==> config.mk <==
export PLATFORM = sky130hd
export DESIGN_NAME = reconfig_pulse_timer
export DESIGN_NICKNAME = d
export VERILOG_FILES = /design/src/rtl/reconfig_pulse_timer.sv
export SDC_FILE = /design/constraint.sdc
export NUM_CORES = 1
export LEC_CHECK = 0
export ABC_AREA = 1
export CORE_ASPECT_RATIO = 1.5
export CORE_MARGIN = 2
export CORE_UTILIZATION = 55
export CTS_CLUSTER_SIZE = 28
export DETAILED_ROUTE_END_ITERATION = 10
export GPL_TIMING_DRIVEN = 0
export PLACE_DENSITY = 0.88
export SYNTH_ARGS = -nofsm -noshare
export SYNTH_HDL_FRONTEND = slang
export SYNTH_SLANG_ARGS = --single-unit
==> constraint.sdc <==
create_clock -name pulseClk -period 2.9 [get_ports pulseClk]
set_input_delay 0.435 -clock pulseClk [delete_from_list [all_inputs] [get_ports pulseClk]]
set_output_delay 0.435 -clock pulseClk [all_outputs]
set_load 0.02 [all_outputs]
==> src/rtl/reconfig_pulse_timer.sv <==
// Reconfigurable pulse timer: counts P+1 cycles, then drives a max(L,1)-cycle pulse,
// either free-running or as a one-shot, with retrigger and synchronous abort.
`timescale 1ns/1ps
module reconfig_pulse_timer #(
    parameter int unsigned WIDTH     = 8,
    parameter int unsigned PLW       = 4,
    parameter bit          RETRIGGER = 1'b1
) (
    input  logic             pulseClk,
    input  logic             rstN,
    input  logic             enable,
    input  logic             mode,
    input  logic             start,
    input  logic [WIDTH-1:0] timeAdj,
    input  logic [PLW-1:0]   pulseLen,
    output logic             pulseROut,
    output logic             busy,
    output logic [WIDTH-1:0] count,
    output logic             doneOut
);

    typedef enum logic [1:0] {
        S_IDLE  = 2'b00,
        S_COUNT = 2'b01,
        S_PULSE = 2'b10
    } state_e;

    localparam logic [WIDTH-1:0] CNT_ONE = WIDTH'(1);
    localparam logic [PLW-1:0]   PL_ONE  = PLW'(1);

    state_e           state_q, state_d;
    logic [WIDTH-1:0] cnt_q, cnt_d;
    logic [PLW-1:0]   pcnt_q, pcnt_d;
    logic             pulse_q, pulse_d;
    logic             busy_q, busy_d;
    logic             done_q, done_d;

    logic in_run;
    assign in_run = (state_q == S_COUNT) || (state_q == S_PULSE);

    // NOTE: sequential state uses non-blocking assignments so every register
    // samples pre-edge values regardless of statement order.
    always_ff @(posedge pulseClk or negedge rstN) begin
        if (!rstN) begin
            state_q <= S_IDLE;
            cnt_q   <= '0;
            pcnt_q  <= '0;
            pulse_q <= 1'b0;
            busy_q  <= 1'b0;
            done_q  <= 1'b0;
        end else begin
            state_q <= state_d;
            cnt_q   <= cnt_d;
            pcnt_q  <= pcnt_d;
            pulse_q <= pulse_d;
            busy_q  <= busy_d;
            done_q  <= done_d;
        end
    end

    // Priority: abort, then retrigger, then the normal per-state transition.
    always_comb begin
        // NOTE: every target gets a default first, so no path through the
        // case leaves it unassigned and no latch is inferred.
        state_d = state_q;
        cnt_d   = cnt_q;
        pcnt_d  = pcnt_q;
        if (!enable) begin
            state_d = S_IDLE;
            cnt_d   = '0;
            pcnt_d  = '0;
        end else if (RETRIGGER && start && in_run) begin
            state_d = S_COUNT;
            cnt_d   = timeAdj;
        end else begin
            case (state_q)
                S_IDLE: begin
                    cnt_d  = '0;
                    pcnt_d = '0;
                    if (!mode || start) begin
                        state_d = S_COUNT;
                        cnt_d   = timeAdj;
                    end
                end
                S_COUNT: begin
                    if (cnt_q != '0) begin
                        cnt_d = cnt_q - CNT_ONE;
                    end else begin
                        state_d = S_PULSE;
                        pcnt_d  = (pulseLen == '0) ? '0 : pulseLen - PL_ONE;
                    end
                end
                S_PULSE: begin
                    if (pcnt_q != '0) begin
                        pcnt_d = pcnt_q - PL_ONE;
                    end else if (!mode) begin
                        state_d = S_COUNT;
                        cnt_d   = timeAdj;
                    end else begin
                        state_d = S_IDLE;
                    end
                end
                default: begin
                    state_d = S_IDLE;
                    cnt_d   = '0;
                    pcnt_d  = '0;
                end
            endcase
        end
    end

    // Registered outputs follow the next state; done only on a natural one-shot end.
    always_comb begin
        pulse_d = (state_d == S_PULSE);
        busy_d  = (state_d != S_IDLE);
        done_d  = enable && (state_q == S_PULSE) && (state_d == S_IDLE);
    end

    assign pulseROut = pulse_q;
    assign busy      = busy_q;
    assign count     = cnt_q;
    assign doneOut   = done_q;

endmodule

Word level (Yosys, flattened, before mapping):

Index checks and enable logic that the tools add are counted.

* logic and storage cells: 52
* latch bits: 0
* memories: 0
* bits in registers: 17
* bits in writable memories: 0
* output and inout port bits: 11
* memory bits (read-only): 0
* input bits: 17

* multiply operators: 0
* equality and inequality tests: 9
* shift operators: 0
* mux-type cells: 20
* magnitude comparators: 0
* reductions and logical operators: 14
* add/subtract/negate cells: 3
* div/mod/pow operators: 0
* bitwise logic cells: 0

Operators by type and width (number)
* two-way mux 8 bit: 6
* case mux 8 bit (3 select lines): 1
* two-way mux 4 bit: 5
* two-way mux 2 bit: 5
* case mux 4 bit (2 select lines): 1
* nonzero test 8 bit: 1
* subtractor 4 x 1 -> 4 bit (second input constant): 2
* subtractor 8 x 1 -> 8 bit (second input constant): 1
* case mux 2 bit (3 select lines): 1
* AND reduction 3 bit: 2
* == test 2 bit (second input constant): 2
* logical NOT 2 bit: 2
* logical NOT 4 bit: 1
* inequality test 4 x 2 -> 1 bit (second input constant): 1
* inequality test 4 x 3 -> 1 bit (second input constant): 1
* inequality test 4 bit (second input constant): 1
* nonzero test 4 bit: 1
* logical AND 1 bit: 3
* inequality test 3 x 2 -> 1 bit (second input constant): 1
* inequality test 3 bit (second input constant): 1
* == test 2 x 1 -> 1 bit (second input constant): 1
* logical OR 1 bit: 2
* inequality test 2 bit (second input constant): 1
* nonzero test 2 bit: 1
* other kinds (2): 2

Longest topological paths before layout:

* word-level depth: 8
* mapped depth: 10

Worst setup path after synthesis:

Ideal clock, no wire load.

* path type: flip-flop to flip-flop
* from: reg state_q[0]
* to: reg pcnt_q[2]
* arrival: 1472 ps
* path buffers: 0
* slack: 1311 ps
* clock period less this slack: 1589 ps
* stages on the path, launching flop included: 11
* cells stage by stage: dfrtp_1 -> inv_1 -> ha_1 -> nand2_4 -> inv_2 -> nand2_1 -> o21ai_2 -> a21oi_4 -> inv_1 -> nand2_1 -> nand2_1

* longest elaborated chain between the ends: 5

RTL lines
* start, declared: line 31 `state_e state_q, state_d;`
* start signal, assigned: line 52 `state_q <= state_d;`
* == test 2 x 1 -> 1 bit or == test 2 bit (tied branches): line 39, 76
* logical OR 1 bit: line 39 `assign in_run = (state_q == S_COUNT) || (state_q == S_PULSE);`
* logical AND 1 bit: line 72 `end else if (RETRIGGER && start && in_run) begin`
* inequality test 2 bit (no line)
* AND reduction 3 bit (no line)
* end signal, assigned: line 54 `pcnt_q <= pcnt_d;`
* end, declared: line 33 `logic [PLW-1:0] pcnt_q, pcnt_d;`

Several ways; a longest one is shown, not always the timed one. The select of a mux whose other input is x is not followed.
A chain may end at the register's enable or synchronous reset.

Final worst setup path:

* from: reg cnt_q[7] (netlist: count[7])
* to: out count[7]

RTL lines
* start, declared: line 32 `logic [WIDTH-1:0] cnt_q, cnt_d;`
* start signal, assigned: line 53 `cnt_q <= cnt_d;`
* end, declared: line 18 `output logic [WIDTH-1:0] count,`

No word-level cell between the ends.

==> flow_summary_export.csv <==
group,metric,value,unit
status,status,"completed",
yosys,ys_ff_latch,17,
drt,drtIter0Drc,51,
global_route,antenna_found_initial,0,
floorplanning,dieWidth,45.1,um
yosys,yosysMostFrequentCell,"nand2_1",
yosys,syn_nets,218,
floorplanning,initial_utilization,57.5,%
yosys,synth_seq_area_share,30.5,%
floorplanning,dieHeight,65.6,um
cts,clkLatencyLatePin,0.31,ns
sta,slew_headroom,47.7,%
critical_path,cp_top_family,"buffers and inverters",
critical_path,path_max_fanout,5,
drt,drc,0,
cts,cts_resized,0,
floorplanning,dieArea,2960,um2
floorplanning,fp-row-count,22,
final_layout,fin_nets,250,
critical_path,reg2reg_depth,10,
sta,period_share,63.3,%
final_layout,drive_above_1_share,15.7,%
sta,rsz0062_at_grt,"false",
cts,post-cts-setup-buffer-count,0,
yosys,syn_area,1390,um2
sta,tns,0,ns
sta,maxSlewViolCount,0,
final_layout,utilization,71.0,%
critical_path,crit_slowest_cell,"clkdlybuf4s50_1",
cts,cts_tree,"yes",
critical_path,worstSetupPathDepth,1,
drt,vias,1318,
sta,period_minus_slack,1.84,ns
critical_path,slowest_delay,0.64,ns
yosys,ys_top_cells_by_area,"dfrtp_1 (31%), nand2_1 (11%), ha_1 (8.1%)",
hold_path,whs_path_depth,2,
sta,tightest_slew,0.782,ns
placed_design,io_buffer_count,27,
pwr,leakage,0.879,nW
cts,cts_made_buffers,3,
critical_path,crit_chain,"clkdlybuf4s50_1",
critical_path,cp-start-kind,"flop",
yosys,synthDistinctLibCells,30,
yosys,synth_top_area_share,30.5,%
drt,viasPerCell,5.34,
critical_path,worstPathArrival,1.40,ns
cts,htreeDepth,1,
sta,clock_skew,0.00619,ns
yosys,avgSynthCellArea,7.25,um2
cts,clock_path_buffers,2,
final_layout,num-fill-cells,203,
critical_path,r2r_slack,1.08,ns
cts,root_buffer,"clkbuf_4",
cts,clk_pin_slew,0.11,ns
final_layout,diodes,0,
placed_design,gp_congestion,0.933,
cts,postCtsHoldBufs,0,
critical_path,path_class,"reg2out",
global_route,grt_pass1_wl,5.37,mm
placed_design,hpwlAfterDp,2.35,mm
run,maxCapViolCount,0,
global_route,grt_usage,24.5,%
sta,setup_viol,0,
yosys,syn_inst,192,
floorplanning,core_region_area,2420,um2
yosys,ys_warn_count,0,
yosys,synthFlopType,"dfrtp_1",
sta,fmax,0.544,GHz
yosys,synthTopCellsByCount,"nand2_1 (42), nor2_1 (24), inv_1 (22), nand3_1 (22), dfrtp_1 (17)",
yosys,synth_edf_count,0,
final_layout,syn_to_final_growth,23.5,%
pwr,vdd_ir_drop_max,0.433,mV
drt,first_pass_iters,4,
critical_path,cp-end-kind,"output pin",
critical_path,required,2.47,ns
floorplanning,io_pins,28,
global_route,grt_max_degree,18,
hold_path,worstHoldPathType,"reg2reg",
drt,wl_per_cell,12.1,um
yosys,yosysTopAreaCell,"dfrtp_1",
yosys,async_flop_share,100,%
cts,cts.sinks,17,
critical_path,path_buf_inv,1,
pwr,p_per_area,769,nW/um2
sta,finalHoldViolations,0,
drt,ant_nets,0,
global_route,grt_remaining_overflow,0,
global_route,grt_pass1_vias,1313,
drt,wirelength,3.00,mm
==> per-stage QoR <==
step	hold WS (ns)	power, mW	setup slack, ns	std cells	instance area, um2
6_report	0.550	1.32	1.06	247	1720
5_1_grt	0.603	1.45	0.886	247	1720
4_1_cts	0.554	1.33	1.05	247	1720
3_5_place_dp	0.528	1.19	0.996	243	1690
3_3_place_gp	0.519	1.17	1.01	243	1690
2_1_floorplan	0.139	0.953	1.31	192	1390
==> flip-flops by register name, summed over array words and instances (netlist names) <==
signal and cells:
count 8, busy 1, doneOut 1, state_q 2, pcnt_q 4, pulseROut 1
==> worst min-delay path, cell delays in order (launching register included) <==
cell and delay, ns:
dfrtp_1 0.40, nand2_1 0.07, nand2_1 0.06
==> cells in the final DEF (no fill, tap or decap), types with 7 or more instances in the layout <==
cell / instances
inv_1: 22
nand2_1: 42
o21ai_0: 7
a21oi_1: 8
nand3_1: 22
clkdlybuf4s50_1: 27
dfrtp_1: 17
nor2_1: 24
ha_1: 9
nand2_2: 7
==> final timing paths <==
check | start | endpoint
worst max-delay path | count[7] | count[7]
worst min-delay path | count[6] | count[6]
worst max register to register | state_q[0] | pcnt_q[3]
worst min register to register | count[6] | count[6]
max in group asynchronous | rstN | count[0]
min in group asynchronous | rstN | count[1]
==> routing by layer <==
metal,wire (um),track usage (%)
met5,0,0
met4,78,12.1
met3,96,3.30
met2,1680,44.8
met1,1140,25.8
==> cells by family (layout without fill, tap and decap cells) <==
group / after synthesis / after routing / synth area share [%]
AO/OA/AOI/OAI: 21 / 21 / 9.07
XOR/XNOR: 4 / 4 / 2.52
adder cells (fa/ha/maj): 9 / 9 / 8.09
buffers and inverters: 31 / 62 / 9.16
flip-flops: 17 / 17 / 30.5
AND/OR/NAND/NOR: 110 / 110 / 40.6
==> power breakdown <==
part,switching (mW),internal (mW)
clock,0.0857,0.0516
sequential,0.0639,0.300
combinational,0.493,0.329
==> cell type report <==
class	instances	area (um2)	share of cell area (%)
inverter	30	116	6.76
multi-input combinational	144	840	48.8
clock inverter	1	5.00	0.291
buffer	1	11.3	0.655
clock buffer	3	22.5	1.31
tap	24	30.0	1.75
sequential	17	425	24.7
timing repair buffer	27	270	15.7
Power figures use the tool's default switching activity.
